`src/rtl/key_enc_pkg.sv`:
```
// Shared types and byte tables for the UART key encoder: source indices,
// press/release codes, selection digits and the packed input register layout.
package key_enc_pkg;

  localparam int NUM_SRC = 17;
  localparam int IDX_W   = $clog2(NUM_SRC);

  typedef enum logic [IDX_W-1:0] {
    SRC_P1_UP, SRC_P1_DOWN, SRC_P1_LEFT, SRC_P1_RIGHT, SRC_P1_FIRE, SRC_P1_SKILL,
    SRC_P1_SEL, SRC_P1_READY,
    SRC_P2_UP, SRC_P2_DOWN, SRC_P2_RIGHT, SRC_P2_LEFT, SRC_P2_FIRE, SRC_P2_SKILL,
    SRC_P2_SEL, SRC_P2_READY,
    SRC_GAME_RESET
  } src_e;

  typedef enum logic {ST_IDLE, ST_SEND} enc_state_e;

  // Sources re-sent by the periodic refresh: everything except the three events.
  localparam logic [NUM_SRC-1:0] REFRESH_MASK = 17'h07F7F;

  localparam logic [7:0] PRESS_CODE [NUM_SRC] = '{
    8'h77, 8'h73, 8'h61, 8'h64, 8'h68, 8'h6A, 8'h00, 8'h71,
    8'h69, 8'h6B, 8'h6C, 8'h6F, 8'h6E, 8'h6D, 8'h00, 8'h70, 8'h72
  };

  localparam logic [7:0] RELEASE_CODE [NUM_SRC] = '{
    8'h57, 8'h53, 8'h41, 8'h44, 8'h48, 8'h4A, 8'h00, 8'h71,
    8'h49, 8'h4B, 8'h4C, 8'h4F, 8'h4E, 8'h4D, 8'h00, 8'h70, 8'h72
  };

  localparam logic [7:0] P1_SEL_CODE [4] = '{8'h31, 8'h32, 8'h33, 8'h34};
  localparam logic [7:0] P2_SEL_CODE [4] = '{8'h37, 8'h38, 8'h39, 8'h30};

  // Key bit order within a player field follows the source index order.
  typedef struct packed {
    logic       game_reset;
    logic       p2_ready;
    logic [1:0] p2_sel;
    logic [5:0] p2_key;
    logic       p1_ready;
    logic [1:0] p1_sel;
    logic [5:0] p1_key;
  } key_in_t;

  function automatic logic [7:0] src_code(input logic [IDX_W-1:0] idx, input logic [1:0] val);
    logic [7:0] code;
    if (idx == SRC_P1_SEL)      code = P1_SEL_CODE[val];
    else if (idx == SRC_P2_SEL) code = P2_SEL_CODE[val];
    else if (val[0])            code = PRESS_CODE[idx];
    else                        code = RELEASE_CODE[idx];
    return code;
  endfunction

endpackage

```
`src/rtl/key_enc_rr_arb.sv`:
```
// Round-robin arbiter over the encoder sources; combinational one-hot grant,
// search starts one past the registered last_grant, which moves only on upd_vld.
module key_enc_rr_arb
  import key_enc_pkg::*;
(
  input  logic               clk,
  input  logic               rstn,
  input  logic [NUM_SRC-1:0] req,
  input  logic               upd_vld,
  input  logic [NUM_SRC-1:0] upd_gnt,
  output logic [NUM_SRC-1:0] gnt,
  output logic               any_req
);

  logic [IDX_W-1:0] last_grant_q, last_grant_d;
  logic [IDX_W-1:0] idx;
  logic             found;

  always_comb begin
    gnt   = '0;
    found = 1'b0;
    idx   = '0;
    for (int k = 1; k <= NUM_SRC; k++) begin
      idx = IDX_W'((int'(last_grant_q) + k) % NUM_SRC);
      if (!found && req[idx]) begin
        gnt[idx] = 1'b1;
        found    = 1'b1;
      end
    end
  end

  always_comb begin
    last_grant_d = last_grant_q;
    if (upd_vld) begin
      for (int i = 0; i < NUM_SRC; i++) begin
        if (upd_gnt[i]) last_grant_d = IDX_W'(i);
      end
    end
  end

  always_ff @(posedge clk) begin
    if (!rstn) last_grant_q <= IDX_W'(NUM_SRC - 1);
    else       last_grant_q <= last_grant_d;
  end

  assign any_req = |req;

endmodule

```
`src/rtl/uart_key_encoder.sv`:
```
// Encodes player-control level changes and confirm edges into one-byte key codes on a valid/ready
// byte stream; ~2 cycles input-to-valid, bytes held until tx_ready. Periodic resend: KEY_ENC_REFRESH_EN.
module uart_key_encoder
  import key_enc_pkg::*;
#(
  parameter int unsigned REFRESH_CYCLES = 50_000_000
) (
  input  logic       clk,
  input  logic       rstn,
  input  logic       p1_up,
  input  logic       p1_down,
  input  logic       p1_left,
  input  logic       p1_right,
  input  logic       p1_fire,
  input  logic       p1_skill,
  input  logic [1:0] p1_skill_sel,
  input  logic       p1_ready,
  input  logic       p2_up,
  input  logic       p2_down,
  input  logic       p2_left,
  input  logic       p2_right,
  input  logic       p2_fire,
  input  logic       p2_skill,
  input  logic [1:0] p2_skill_sel,
  input  logic       p2_ready,
  input  logic       game_reset_req,
  output logic [7:0] tx_data,
  output logic       tx_valid,
  input  logic       tx_ready
);

  if (REFRESH_CYCLES < 2) begin : g_bad_refresh
    $error("REFRESH_CYCLES must be at least 2");
  end

  key_in_t            in_d, in_q;
  logic [2:0]         evt_d1_q, evt_d1_d, evt_rise;
  logic [11:0]        sent_state_q, sent_state_d;
  logic [1:0]         sent_sel1_q, sent_sel1_d, sent_sel2_q, sent_sel2_d;
  logic [2:0]         evt_pend_q, evt_pend_d;
  enc_state_e         state_q, state_d;
  logic [7:0]         tx_data_q, tx_data_d;
  logic               tx_valid_q, tx_valid_d;
  logic [NUM_SRC-1:0] cur_gnt_q, cur_gnt_d;
  logic [1:0]         cur_val_q, cur_val_d;
  logic [NUM_SRC-1:0] pend, gnt, rfsh_flags;
  logic               any_req, accept;
  logic [IDX_W-1:0]   gnt_idx;
  logic [1:0]         src_val [NUM_SRC];
  logic [1:0]         gnt_val;

  always_comb begin
    in_d            = '0;
    in_d.p1_key     = {p1_skill, p1_fire, p1_right, p1_left, p1_down, p1_up};
    in_d.p1_sel     = p1_skill_sel;
    in_d.p1_ready   = p1_ready;
    in_d.p2_key     = {p2_skill, p2_fire, p2_left, p2_right, p2_down, p2_up};
    in_d.p2_sel     = p2_skill_sel;
    in_d.p2_ready   = p2_ready;
    in_d.game_reset = game_reset_req;
  end

  assign evt_d1_d = {in_q.game_reset, in_q.p2_ready, in_q.p1_ready};
  assign evt_rise = evt_d1_d & ~evt_d1_q;
  assign accept   = tx_valid_q & tx_ready;

`ifdef KEY_ENC_REFRESH_EN
  localparam int CNT_W = $clog2(REFRESH_CYCLES);

  logic [CNT_W-1:0]   rfsh_cnt_q, rfsh_cnt_d;
  logic [NUM_SRC-1:0] rfsh_q, rfsh_d;
  logic               rfsh_wrap;

  // A wrap landing on the same edge as an accept re-arms that source.
  always_comb begin
    rfsh_wrap  = (rfsh_cnt_q == CNT_W'(REFRESH_CYCLES - 1));
    rfsh_cnt_d = rfsh_wrap ? '0 : rfsh_cnt_q + 1'b1;
    rfsh_d     = rfsh_q;
    if (accept)    rfsh_d = rfsh_d & ~cur_gnt_q;
    if (rfsh_wrap) rfsh_d = rfsh_d | REFRESH_MASK;
  end

  always_ff @(posedge clk) begin
    if (!rstn) begin
      rfsh_cnt_q <= '0;
      rfsh_q     <= '0;
    end else begin
      rfsh_cnt_q <= rfsh_cnt_d;
      rfsh_q     <= rfsh_d;
    end
  end

  assign rfsh_flags = rfsh_q;
`else
  assign rfsh_flags = '0;
`endif

  always_comb begin
    pend        = '0;
    pend[5:0]   = in_q.p1_key ^ sent_state_q[5:0];
    pend[6]     = (in_q.p1_sel != sent_sel1_q);
    pend[7]     = evt_pend_q[0];
    pend[13:8]  = in_q.p2_key ^ sent_state_q[11:6];
    pend[14]    = (in_q.p2_sel != sent_sel2_q);
    pend[15]    = evt_pend_q[1];
    pend[16]    = evt_pend_q[2];
    pend        = pend | rfsh_flags;
  end

  key_enc_rr_arb u_arb (
    .clk     (clk),
    .rstn    (rstn),
    .req     (pend),
    .upd_vld (accept),
    .upd_gnt (cur_gnt_q),
    .gnt     (gnt),
    .any_req (any_req)
  );

  // Value to be encoded per source: key level in bit 0, or the 2-bit selection.
  always_comb begin
    for (int i = 0; i < NUM_SRC; i++) src_val[i] = 2'b01;
    for (int i = 0; i < 6; i++) begin
      src_val[i]     = {1'b0, in_q.p1_key[i]};
      src_val[i + 8] = {1'b0, in_q.p2_key[i]};
    end
    src_val[SRC_P1_SEL] = in_q.p1_sel;
    src_val[SRC_P2_SEL] = in_q.p2_sel;
  end

  always_comb begin
    gnt_idx = '0;
    for (int i = 0; i < NUM_SRC; i++) begin
      if (gnt[i]) gnt_idx = IDX_W'(i);
    end
    gnt_val = src_val[gnt_idx];
  end

  // A fresh edge on the accept cycle arrived after the grant, so it stays pending.
  always_comb begin
    evt_pend_d = evt_pend_q;
    if (accept) evt_pend_d = evt_pend_d & ~{cur_gnt_q[SRC_GAME_RESET], cur_gnt_q[SRC_P2_READY],
                                            cur_gnt_q[SRC_P1_READY]};
    evt_pend_d = evt_pend_d | evt_rise;
  end

  always_comb begin
    state_d      = state_q;
    tx_data_d    = tx_data_q;
    tx_valid_d   = tx_valid_q;
    cur_gnt_d    = cur_gnt_q;
    cur_val_d    = cur_val_q;
    sent_state_d = sent_state_q;
    sent_sel1_d  = sent_sel1_q;
    sent_sel2_d  = sent_sel2_q;
    case (state_q)
      ST_IDLE: begin
        if (any_req) begin
          tx_data_d  = src_code(gnt_idx, gnt_val);
          tx_valid_d = 1'b1;
          cur_gnt_d  = gnt;
          cur_val_d  = gnt_val;
          state_d    = ST_SEND;
        end
      end
      ST_SEND: begin
        if (accept) begin
          tx_valid_d = 1'b0;
          state_d    = ST_IDLE;
          for (int i = 0; i < 6; i++) begin
            if (cur_gnt_q[i])     sent_state_d[i]     = cur_val_q[0];
            if (cur_gnt_q[i + 8]) sent_state_d[i + 6] = cur_val_q[0];
          end
          if (cur_gnt_q[SRC_P1_SEL]) sent_sel1_d = cur_val_q;
          if (cur_gnt_q[SRC_P2_SEL]) sent_sel2_d = cur_val_q;
        end
      end
      default: state_d = ST_IDLE;
    endcase
  end

  always_ff @(posedge clk) begin
    if (!rstn) begin
      in_q         <= '0;
      evt_d1_q     <= '0;
      sent_state_q <= '0;
      sent_sel1_q  <= '0;
      sent_sel2_q  <= '0;
      evt_pend_q   <= '0;
      state_q      <= ST_IDLE;
      tx_data_q    <= '0;
      tx_valid_q   <= 1'b0;
      cur_gnt_q    <= '0;
      cur_val_q    <= '0;
    end else begin
      in_q         <= in_d;
      evt_d1_q     <= evt_d1_d;
      sent_state_q <= sent_state_d;
      sent_sel1_q  <= sent_sel1_d;
      sent_sel2_q  <= sent_sel2_d;
      evt_pend_q   <= evt_pend_d;
      state_q      <= state_d;
      tx_data_q    <= tx_data_d;
      tx_valid_q   <= tx_valid_d;
      cur_gnt_q    <= cur_gnt_d;
      cur_val_q    <= cur_val_d;
    end
  end

  assign tx_data  = tx_data_q;
  assign tx_valid = tx_valid_q;

endmodule

```
`config.mk`:
```
export PLATFORM = sky130hd
export DESIGN_NAME = uart_key_encoder
export DESIGN_NICKNAME = d
export VERILOG_FILES = /design/src/rtl/key_enc_pkg.sv /design/src/rtl/key_enc_rr_arb.sv /design/src/rtl/uart_key_encoder.sv
export SDC_FILE = /design/constraint.sdc
export NUM_CORES = 1
export LEC_CHECK = 0
export ABC_AREA = 1
export CAP_MARGIN = 20
export CORE_MARGIN = 2
export CORE_UTILIZATION = 57
export DETAILED_ROUTE_END_ITERATION = 7
export PLACE_DENSITY_LB_ADDON = 0.25
export SLEW_MARGIN = 20
export SYNTH_ARGS = -nofsm -noshare
export SYNTH_HDL_FRONTEND = slang
export SYNTH_HIERARCHICAL = 1
export SYNTH_SLANG_ARGS = --single-unit
export TNS_END_PERCENT = 100
```
`constraint.sdc`:
```
create_clock -name clk -period 20.9 [get_ports clk]
set_input_delay 3.135 -clock clk [delete_from_list [all_inputs] [get_ports clk]]
set_output_delay 3.135 -clock clk [all_outputs]
set_load 0.02 [all_outputs]
```
==> results.sh <==
export IMPL_synth_cells=3096
export IMPL_final_util_pct=60.9
export IMPL_core_area_um2=28000
export IMPL_yosys_cell_types_count=65
export IMPL_ir_drop_mv=0.124
export IMPL_rows=61
export IMPL_ys_warn_count=6
export IMPL_syn_nets=3213
export IMPL_slowest_stage="ha_1"
export IMPL_antenna_found_initial=0
export IMPL_clockRootBuffer="clkbuf_16"
export IMPL_grt_pass1_wl_um=100000
export IMPL_max_freq_mhz=96.6
export IMPL_dr_total_vias=21000
export IMPL_cts_hold_buf=0
export IMPL_end_kind="register"
export IMPL_whs_ns=0.426
export IMPL_crit_top_cell="nand2_1"
export IMPL_syn_to_final_growth_pct=4.62
export IMPL_synth_most_common_cell="nand2_1"
export IMPL_syn_mean_instance_area_um2=5.27
export IMPL_worst_pin_slew_ns=1.15
export IMPL_die_h_um=173
export IMPL_wl_per_cell_um=18.9
export IMPL_grt_pass1_vias=18400
export IMPL_cp_arrival_ns=10.60
export IMPL_clock_skew_ns=0.00418
export IMPL_place_congestion=1.07
export IMPL_power_total_mw=1.48
export IMPL_async_flop_share_pct=0
export IMPL_io_pins=31
export IMPL_powerDensity_nw_per_um2=86.8
export IMPL_worstHoldPathType="reg -> reg"
export IMPL_cts_setup_buffers=0
export IMPL_synth_top_area_share_pct=22.7
export IMPL_rsz0062_at_grt="no"
export IMPL_hold_viol_final=0
export IMPL_num_antenna_cells=0
export IMPL_vias_per_cell=6.08
export IMPL_ys_top_cells_by_count="nand2_1, nor2_1, nand3_1"
export IMPL_ys_seq_area_share_pct=9.09
export IMPL_clkTransAtPathRegs_ns=0.06
export IMPL_grtUsageTotal_pct=41.5
export IMPL_synth_area_top_cells="nand2_1, nand3_1, nor2_1, dfxtp_1, inv_1"
export IMPL_layout_drive_gt1_share_pct=6.23
export IMPL_dr_pass1_iters=8
export IMPL_ctsResizeCount=0
export IMPL_dp_hpwl_um=51300
export IMPL_fin_crit_sh_pct=49.6
export IMPL_grt_overflow_total=0
export IMPL_status="finished with violations"
export IMPL_synth_enable_flop_cells=0
export IMPL_slew_headroom_pct=22.8
export IMPL_clock_latency_ns=0.34
export IMPL_synth_largest_area_cell="nand2_1"
export IMPL_dieArea_um2=30000
export IMPL_setup_violations=0
export IMPL_drcViolationCount=6
export IMPL_setup_tns_final_ns=0
export IMPL_start_kind="register"
export IMPL_first_iter_violations=2795
export IMPL_synth_seq_cells=74
export IMPL_worstPathRequired_ns=21.15
export IMPL_worstSetupPathType="reg -> reg"
export IMPL_initial_core_util_pct=58.2
export IMPL_portBuffers=29
export IMPL_htree_levels=3
export IMPL_synthFlopType="dfxtp_1"
export IMPL_crit_fanout=20
export IMPL_clock_sinks=74
export IMPL_cts_buffers=9
export IMPL_die_w_um=173
export IMPL_slowest_delay_ns=0.74
export IMPL_violations="DRC"
export IMPL_synth_area_um2=16300
export IMPL_drv_max_cap_violation_count=0
export IMPL_drt_wl_total_um=65100
export IMPL_layout_nets=3180
export IMPL_grt_start_max_net_pins=50
export IMPL_reg2reg_slack_ns=10.54
export IMPL_slew_viol_final=0
export IMPL_clockBufferDepth=2
export IMPL_p_leak_nw=8.63
export IMPL_antenna_left=0
export IMPL_cts_tree="yes"
export IMPL_period_needed_ns=10.36
-- cells by family (layout without fill, tap and decap cells) --
group	Yosys count	in the layout	share of synthesized area (%)
compound gates	328	328	12.1
xor+xnor	99	99	5.41
fa+ha+maj	95	95	7.29
buf+inv	462	434	11.3
flops	74	74	9.09
other cells	1	1	0.0230
simple gates	2037	2037	54.7
-- worst paths after layout --
check / start / end / depth (start not counted)
worst max-delay path: u_arb/last_grant_q[1] / tx_data[2] / 54
worst min-delay path: evt_d1_q[1] / evt_pend_q[1] / 1
worst max register to register: u_arb/last_grant_q[1] / tx_data[2] / 54
worst min register to register: evt_d1_q[1] / evt_pend_q[1] / 1
-- critical path, delay by kind of cell (launching register included) --
family	cells	cell delay, ns
buffers and inverters	5	1.21
DFF	1	0.73
xor gates and xnor gates	1	0.20
and+or+nand+nor	38	5.57
adders and majority gates	4	1.57
AOI/OAI and AO/OA	6	0.94
-- metal layers --
| layer | part of all wire (%) | global-route usage [%] | up-vias | wire, um |
|---|---|---|---|---|
| met5 | 0 | 0 | - | 0 |
| met4 | 5.7 | 19.6 | 0 | 3700 |
| met3 | 12 | 7.65 | 276 | 7970 |
| met2 | 43 | 66.4 | 1357 | 27900 |
| met1 | 39 | 54.0 | 9374 | 25600 |
| li1 | - | - | 9956 | - |
-- through the flow --
stage               cell area (um2)  std cells  setup slack, ns
global placement              16800       3430            11.26
floorplan                     16300       3096            11.81
CTS                           17100       3446            10.76
finish                        17100       3446            10.54
detailed placement            16800       3430            10.87
global route                  17100       3446             9.49
-- power by group --
group	total, mW	switching (mW)	internal, mW
Clock	0.147	0.0629	0.0845
Combinational	1.17	0.862	0.304
Sequential	0.167	0.0127	0.155
Total	1.48	0.938	0.543
-- sequential cells by signal, indices dropped and copies added (netlist names) --
signal              flops
cur_gnt_q              17
cur_val_q               2
evt_d1_d                3
evt_d1_q                3
evt_pend_q              3
in_q                   16
sent_sel1_q             2
sent_sel2_q             2
sent_state_q           12
state_q                 1
tx_data                 7
tx_valid                1
u_arb/last_grant_q      5
-- layout make-up --
class	instances	area, um2
well taps	378	473
fillers	2941	11000
flip-flops and latches	74	1480
clock inverters	6	48.8
inverters	368	1390
repair buffers	50	448
multi-input cells	2560	13000
clock buffers	10	239
-- cell usage in the layout, fill, tap and decap left out, types with 4 or more instances in the layout --
master / instances
clkbuf_16: 9
a21oi_1: 75
clkdlybuf4s50_1: 29
nand3_4: 4
o22ai_1: 10
nand3_2: 7
clkinv_1: 4
nor2_1: 420
buf_4: 21
xor2_1: 72
ha_1: 95
nand2_4: 5
o2111ai_1: 11
or2_2: 5
a22oi_1: 14
o21ai_1: 34
nand2_2: 38
o21ai_2: 16
inv_2: 25
xnor2_1: 25
o31ai_1: 4
dfxtp_1: 73
nand3_1: 371
nand2_1: 984
nor3_1: 49
nor4_1: 7
a31oi_1: 4
o21bai_1: 4
inv_1: 336
nor2_2: 28
nand4_1: 87
nand3b_1: 11
nor2_4: 5
o211ai_1: 9
a311oi_1: 12
o21ai_0: 115
(Power assumes the default switching activity.)
